==> src/rtl/grid_memory.sv <==
// Snake-game board store: 32x24 grid of 4-bit cell codes with a combinational controller
// read port, a registered renderer read port, and a power-up/clear sweep.
module grid_memory #(
    parameter int unsigned GRID_X      = 32,
    parameter int unsigned GRID_Y      = 24,
    parameter int unsigned CELL_SHIFT  = 5,
    parameter int unsigned BORDER_ROCK = 1
) (
    input  logic        clk,
    input  logic        rst,
    input  logic        clr,
    input  logic [35:0] wr_cmd,
    input  logic [31:0] rd_addr,
    output logic [3:0]  rd_cell,
    input  logic [10:0] pix_x,
    input  logic [10:0] pix_y,
    output logic [3:0]  pix_cell,
    output logic        busy
);

    localparam int unsigned XW    = $clog2(GRID_X);
    localparam int unsigned YW    = $clog2(GRID_Y);
    localparam int unsigned AW    = XW + YW;
    localparam int unsigned DEPTH = 1 << AW;
    localparam int unsigned CELLS = GRID_X * GRID_Y;

    localparam logic [3:0] CODE_NULL = 4'b0000;
    localparam logic [3:0] CODE_ROCK = 4'b0010;

    localparam logic [15:0]   GRID_X16  = 16'(GRID_X);
    localparam logic [15:0]   GRID_Y16  = 16'(GRID_Y);
    localparam logic [10:0]   PIX_W     = 11'(GRID_X << CELL_SHIFT);
    localparam logic [10:0]   PIX_H     = 11'(GRID_Y << CELL_SHIFT);
    localparam logic [AW-1:0] LAST_CELL = AW'(CELLS - 1);
    localparam logic [XW-1:0] X_LAST    = XW'(GRID_X - 1);
    localparam logic [YW-1:0] Y_LAST    = YW'(GRID_Y - 1);

    typedef enum logic [0:0] {StSweep, StIdle} state_e;

    state_e          state_q, state_d;
    logic [AW-1:0]   sweep_cnt_q, sweep_cnt_d;
    logic [3:0]      pix_cell_q, pix_cell_d;
    logic [3:0]      mem [DEPTH];

    logic [15:0]     wr_x, wr_y, rd_x, rd_y;
    logic [3:0]      wr_code;
    logic            wr_in_range, rd_in_range, pix_in_range;
    logic [XW-1:0]   sweep_x;
    logic [YW-1:0]   sweep_y;
    logic            on_border;
    logic [3:0]      sweep_code;
    logic            mem_we;
    logic [AW-1:0]   mem_waddr;
    logic [3:0]      mem_wdata;
    logic [AW-1:0]   rd_idx, pix_idx;

    assign wr_x    = wr_cmd[35:20];
    assign wr_y    = wr_cmd[19:4];
    assign wr_code = wr_cmd[3:0];
    assign rd_x    = rd_addr[31:16];
    assign rd_y    = rd_addr[15:0];

    // Full-width compares so wrapped values like 16'hFFFF never alias onto the board.
    assign wr_in_range  = (wr_x < GRID_X16) && (wr_y < GRID_Y16);
    assign rd_in_range  = (rd_x < GRID_X16) && (rd_y < GRID_Y16);
    assign pix_in_range = (pix_x < PIX_W) && (pix_y < PIX_H);

    assign rd_idx  = {rd_y[YW-1:0], rd_x[XW-1:0]};
    assign pix_idx = {pix_y[CELL_SHIFT +: YW], pix_x[CELL_SHIFT +: XW]};

    // Counter is the array address directly: x in the low bits walks fastest.
    assign sweep_x    = sweep_cnt_q[XW-1:0];
    assign sweep_y    = sweep_cnt_q[AW-1:XW];
    assign on_border  = (sweep_x == '0) || (sweep_x == X_LAST) ||
                        (sweep_y == '0) || (sweep_y == Y_LAST);
    assign sweep_code = ((BORDER_ROCK != 0) && on_border) ? CODE_ROCK : CODE_NULL;

    assign busy     = (state_q == StSweep);
    assign pix_cell = pix_cell_q;

    always_comb begin
        state_d     = state_q;
        sweep_cnt_d = sweep_cnt_q;
        unique case (state_q)
            StSweep: begin
                if (clr) begin
                    sweep_cnt_d = '0;
                end else if (sweep_cnt_q == LAST_CELL) begin
                    state_d     = StIdle;
                    sweep_cnt_d = '0;
                end else begin
                    sweep_cnt_d = sweep_cnt_q + 1'b1;
                end
            end
            StIdle: begin
                if (clr) begin
                    state_d     = StSweep;
                    sweep_cnt_d = '0;
                end
            end
            default: begin
                state_d     = StSweep;
                sweep_cnt_d = '0;
            end
        endcase
    end

    // Single write port: the sweep owns it while busy, the controller otherwise.
    always_comb begin
        mem_we    = 1'b0;
        mem_waddr = sweep_cnt_q;
        mem_wdata = sweep_code;
        if (busy) begin
            mem_we = 1'b1;
        end else if (wr_in_range) begin
            mem_we    = 1'b1;
            mem_waddr = {wr_y[YW-1:0], wr_x[XW-1:0]};
            mem_wdata = wr_code;
        end
    end

    always_ff @(posedge clk) begin
        if (mem_we) begin
            mem[mem_waddr] <= mem_wdata;
        end
    end

    // Off-board and mid-sweep lookups read as wall so the controller never steers into them.
    always_comb begin
        rd_cell = CODE_ROCK;
        if (!busy && rd_in_range) begin
            rd_cell = mem[rd_idx];
        end
    end

    always_comb begin
        pix_cell_d = CODE_NULL;
        if (!busy && pix_in_range) begin
            pix_cell_d = mem[pix_idx];
        end
    end

    always_ff @(posedge clk or posedge rst) begin
        if (rst) begin
            state_q     <= StSweep;
            sweep_cnt_q <= '0;
            pix_cell_q  <= CODE_NULL;
        end else begin
            state_q     <= state_d;
            sweep_cnt_q <= sweep_cnt_d;
            pix_cell_q  <= pix_cell_d;
        end
    end

endmodule

==> config.mk <==
export PLATFORM = sky130hd
export DESIGN_NAME = grid_memory
export DESIGN_NICKNAME = d
export VERILOG_FILES = /design/src/rtl/grid_memory.sv
export SDC_FILE = /design/constraint.sdc
export NUM_CORES = 2
export LEC_CHECK = 0
export BUFFER_PORTS_ARGS = -buffer_cell sky130_fd_sc_hd__buf_4
export CAP_MARGIN = 40
export CORE_MARGIN = 4
export CORE_UTILIZATION = 60
export DETAILED_ROUTE_END_ITERATION = 7
export PLACE_DENSITY = 0.76
export SETUP_SLACK_MARGIN = 0.5
export SYNTH_ARGS = -nofsm -noshare
export SYNTH_HDL_FRONTEND = slang
export SYNTH_SLANG_ARGS = --single-unit
export TNS_END_PERCENT = 50
==> constraint.sdc <==
create_clock -name clk -period 46.9 [get_ports clk]
set_input_delay 7.035 -clock clk [delete_from_list [all_inputs] [get_ports clk]]
set_output_delay 7.035 -clock clk [all_outputs]
set_load 0.1 [all_outputs]
; ---- After elaboration in Yosys (flattened, before gate mapping)
; Memory sizes are Yosys's and may differ from the RTL's.
; Index checks and enable logic that the tools add are counted.
[word_totals]
regBits = 15
latch_bits = 0
ram_bits = 4096
mem_bits_ro = 0
output_inout_bits = 9
wordCells = 45
n_memories = 1
[classes]
n_addsub = 1
mul = 0
div = 0
magnitude_cmp = 6
eq_ne = 4
n_shift = 0
n_mux = 19
bitwise_logic = 1
reduce_logical = 10
[mem_list]
columns = name, depth, width, rd, rd_ports_with_merged_regs, write_ports, line
row1 = mem, 1024, 4, 2, 0, 1, 43  ; logic [3:0] mem [DEPTH];
[ops]
columns = operator, count
row1 = 10-bit two-way mux, 5
row2 = "16-bit by 5-bit < comparator with 1-bit output, second input constant", 2
row3 = "16-bit by 6-bit < comparator with 1-bit output, second input constant", 2
row4 = 10-bit one-hot mux with 2 select lines, 1
row5 = 4-bit two-way mux, 4
row6 = "11-bit by 10-bit < comparator with 1-bit output, second input constant", 1
row7 = "11-bit < comparator, second input constant", 1
row8 = "10-bit by 1-bit adder with 10-bit output, second input constant", 1
row9 = "10-bit equality test, second input constant", 1
row10 = "5-bit equality test, second input constant", 2
row11 = 5-bit logical NOT, 2
row12 = 1-bit two-way mux, 7
row13 = 1-bit logical AND, 5
row14 = 1-bit logical OR, 3
row15 = 2-bit two-way mux, 1
row16 = "2-bit inequality test, second input constant", 1
row17 = 1-bit one-hot mux with 2 select lines, 1
row18 = 1-bit inverter, 1

; ---- Logic depth before layout (Yosys ltp)
[logic_depth]
word_depth = 7
mapped_depth = 14

; ---- Worst setup path after synthesis
; OpenSTA, ideal clock, no wires.
[synth_path]
kind = in2reg
start = in wr_cmd[32]
end = mem mem[0][1] (data pin)
setup_time_ns = 6.150
t_arrival_ns = 37.379
setup_slack_ns = 3.371
stages = 6
n_path_buf = 2
cell_sequence = nor4_1 nand4_1 nor3_2 clkbuf_1 clkbuf_1 o21ai_0
[synth_between]
elab_chain_cells = 4
[synth_lines]
columns = item, line
row1 = "start, declared", 12  ; input logic [35:0] wr_cmd,
row2 = 16-bit by 6-bit < comparator with 1-bit output, 64  ; assign wr_in_range = (wr_x < GRID_X16) && (wr_y < GRID_Y16);
row3 = 1-bit logical AND, 64
row4 = 4-bit two-way mux, 115  ; end else if (wr_in_range) begin
row5 = 4-bit two-way mux, 113  ; if (busy) begin
row6 = net mem_wdata[1], 54  ; logic [3:0] mem_wdata;
row7 = "end, declared", 43
; The timed path passes the listed nets, and every way through them passes these cells.

; ---- Final worst setup path
[layout_path]
start = in rd_addr[16]
end = out rd_cell[3]
[layout_between]
elab_chain_cells = 4
elab_cells_between_ends = 5
cone_classes = order compare (1) / mux (1) / reduce/logical (2) / memory (1)
[layout_lines]
columns = item, line
row1 = "start, declared", 13  ; input logic [31:0] rd_addr,
row2 = "parallel branches: the longest is 3 deep, another holds memory read 1024 x 4 bit", n/a
row3 = 4-bit two-way mux *, 131  ; if (!busy && rd_in_range) begin
row4 = "end, declared", 14  ; output logic [3:0] rd_cell,
; Every way passes the cells marked *.

==> results.yml <==
min_path:
  hp-class: "register to register"
sta:
  setup_slack_ns: 24.51
  hold_viol: 0
  fmax_mhz: 44.7
  fin_crit_sh_pct: 47.7
  setup_viol: 0
  skew_ns: 0.0623
  max_slew_margin_pct: 20.9
  rsz0062_at_grt: "no"
  whs_ns: 0.657
  finalMaxSlewViolations: 0
  worst_pin_slew_ns: 1.19
  fin_tns_setup_ns: 0
  post-route-min-period_ns: 22.39
route:
  drc_errors: 13
  first_iter_violations: 16937
  wl_microns: 472000
  via_per_inst: 7.82
  drt-pass1-iter-count: 8
  post_drt_wl_per_cell_microns: 40.0
  vias: 92231
  postRouteAntennaNets: 0
critical_path:
  end_kind: "output port"
  worstPathMaxFanout: 74
  rrSetupSlack_ns: 41.53
  cp-start-kind: "input port"
  r2r_cells: 9
  r2r-start: "state_q$_DFF_PP0_"
  worstSetupPathType: "input port to output port"
  cp_data_required_time_ns: 39.87
  arrival_ns: 15.35
  r2r-end: "mem[497][0]$_DFFE_PP_"
  crit_path_end: "rd_cell[3]"
  worstSetupStartpoint: "rd_addr[16]"
global_routing:
  grt_pass1_wl_microns: 671000
  grt_max_degree: 231
  grt_usage_pct: 37.0
  grt_pass1_vias: 91440
  grt.overflow.total: 0
  grt_antenna_before_repair: 45
layout:
  syn2layout_area_growth_pct: 9.86
  nets: 8387
  post-route-util_pct: 66.2
  drive_above_1_share_pct: 27.4
  seqCellArea_sq_um: 92600
  multi_input_area_sq_um: 51700
  fill_cells: 15643
yosys:
  synth_area_sq_um: 148000
  syn_area_per_cell_sq_um: 17.8
  ys_top_cells_by_area: "edfxtp_1, mux4_2, mux2i_1, nor2_1, o221ai_1"
  ys_seq_area_share_pct: 62.6
  synth_top_cells_by_count: "edfxtp_1, mux4_2, nor2_1"
  synth_cell_types: 79
  ys_ff_latch: 3087
  synth_warnings: 0
  synth_top_area_cell: "edfxtp_1"
  synth-main-ff-cell: "edfxtp_1"
  async_flop_share_pct: 0.486
  synth.top_cell.area_share_pct: 62.3
  synth_edf_count: 3072
  synth_cells: 8309
  syn-num-nets: 8404
  synth.most_common_cell: "edfxtp_1"
placement:
  portBuffers: 91
  gp_congestion: 0.952
  dp_hpwl_microns: 303000
  dp_slack_ns: 24.49
floorplanning:
  io_pins: 102
  core_area_sq_um: 246000
  die_h_microns: 505
  initial_core_util_pct: 60.3
  die_x_microns: 505
  die-area_sq_um: 255000
  num_rows: 182
power_and_ir_drop:
  max-vdd-ir-drop_uv: 42.1
  p_int_mw: 4.56
  seq_power_share_pct: 50.8
  netSwitchingPower_mw: 1.32
  power_leakage_nw: 52.7
  clockPowerShare_pct: 42.2
  p_sw_share_pct: 22.5
  comb_power_share_pct: 7.0
  p_per_area_nw_per_um2: 36.1
clocking:
  clock_latency_ns: 0.98
  clk_pin_slew_ns: 0.07
  cts_htree_levels: 5
  cts_hold_buf: 0
  cts_setup_buffers: 0
  cts_buffer_depth: 4
  post_cts_resized: 0
  cts-root-buf: "clkbuf_16"
  cts.sinks: 3087
  cts_tree: "built"
  numCtsBuffers: 325
outcome:
  violations: "design-rule violations"
  status: "complete, but fails checks"
job:
  maxCapViolCount: 0
[sequential cells by signal (all words and copies together), names as in the netlist]
register     flops
mem           3072
pix_cell         4
state_q          1
sweep_cnt_q     10
[logic make-up (layout without fill, tap and decap cells)]
| kind of cell | count (synthesis) | count (layout) | synth area share (%) |
|---|---|---|---|
| adder cells (fa/ha/maj) | 2 | 2 | 0.0169 |
| AND/OR/NAND/NOR | 1433 | 1433 | 4.10 |
| multiplexers | 2093 | 2093 | 26.1 |
| XOR/XNOR | 4 | 4 | 0.0237 |
| AO/OA/AOI/OAI | 925 | 925 | 4.37 |
| other | 0 | 52 | 0 |
| flip-flops | 3087 | 3087 | 62.6 |
| buffers and inverters | 765 | 981 | 2.86 |
[cells in the final DEF, fill, tap and decap left out, drive strengths merged, types with 106 or more instances in the layout]
cell    count
nand2     255
nor2      876
mux2i     654
buf       402
o21ai     158
edfxtp   3072
clkinv    140
a221oi    106
a21oi     154
o221ai    144
mux4     1397
clkbuf    387
[cell type report]
| type | count | area share (%) |
|---|---|---|
| tap | 3220 | 2.48 |
| multi-input combinational | 4457 | 31.8 |
| clock inverter | 173 | 0.905 |
| inverter | 18 | 0.0523 |
| sequential | 3087 | 56.9 |
| timing repair buffer | 403 | 2.52 |
| antenna | 52 | 0.0800 |
| clock buffer | 387 | 5.21 |
[critical path: stages]
cell and delay (ns):
buf_8 0.37, buf_4 0.48, buf_12 0.49, buf_4 0.71, buf_4 0.72, buf_4 0.73
buf_4 0.62, buf_4 0.69, mux4_2 0.60, mux4_2 0.53, mux2_2 0.29, o22ai_1 0.38
nor4_1 0.21, a21oi_1 0.52, o32ai_1 0.20, buf_4 0.24, buf_4 0.24
[power groups by stage]
| stage | Combinational (mW) | Sequential (mW) | Clock, mW |
|---|---|---|---|
| floorplan | 0.254 | 3.05 | 0 |
| global placement | 0.386 | 3.05 | 0 |
| detailed placement | 0.394 | 3.05 | 0 |
| CTS | 0.396 | 2.99 | 2.48 |
| global route | 0.415 | 2.99 | 2.61 |
| finish | 0.411 | 2.99 | 2.48 |
[worst min path at each step]
| stage | endpoint | depth (start not counted) | slack [ns] | start |
|---|---|---|---|---|
| after floorplan | state_q$_DFF_PP0_ | 2 | 0.52 | state_q$_DFF_PP0_ |
| after global placement | sweep_cnt_q[9]$_DFFE_PP0P_ | 1 | 0.62 | sweep_cnt_q[9]$_DFFE_PP0P_ |
| final | sweep_cnt_q[1]$_DFFE_PP0P_ | 2 | 0.66 | sweep_cnt_q[1]$_DFFE_PP0P_ |
| after CTS | sweep_cnt_q[1]$_DFFE_PP0P_ | 2 | 0.65 | sweep_cnt_q[1]$_DFFE_PP0P_ |
| after detailed placement | sweep_cnt_q[1]$_DFFE_PP0P_ | 2 | 0.64 | sweep_cnt_q[1]$_DFFE_PP0P_ |
| after global routing | sweep_cnt_q[1]$_DFFE_PP0P_ | 2 | 0.70 | sweep_cnt_q[1]$_DFFE_PP0P_ |
[layer usage]
metal / GRT usage, % / share of wire (%)
met1: 47.4 / 32
met2: 53.9 / 45
met3: 13.2 / 15
met4: 24.4 / 7.8
met5: 0.488 / 0.11
[stage by stage]
stage          cells  total power, mW  cell area [sq um]
3_5_place_dp   11177             3.44             152000
6_report       11797             5.88             163000
4_1_cts        11737             5.87             162000
3_3_place_gp   11088             3.43             151000
2_1_floorplan   8309             3.30             148000
5_1_grt        11749             6.01             163000
Power figures use the tool's default switching activity.
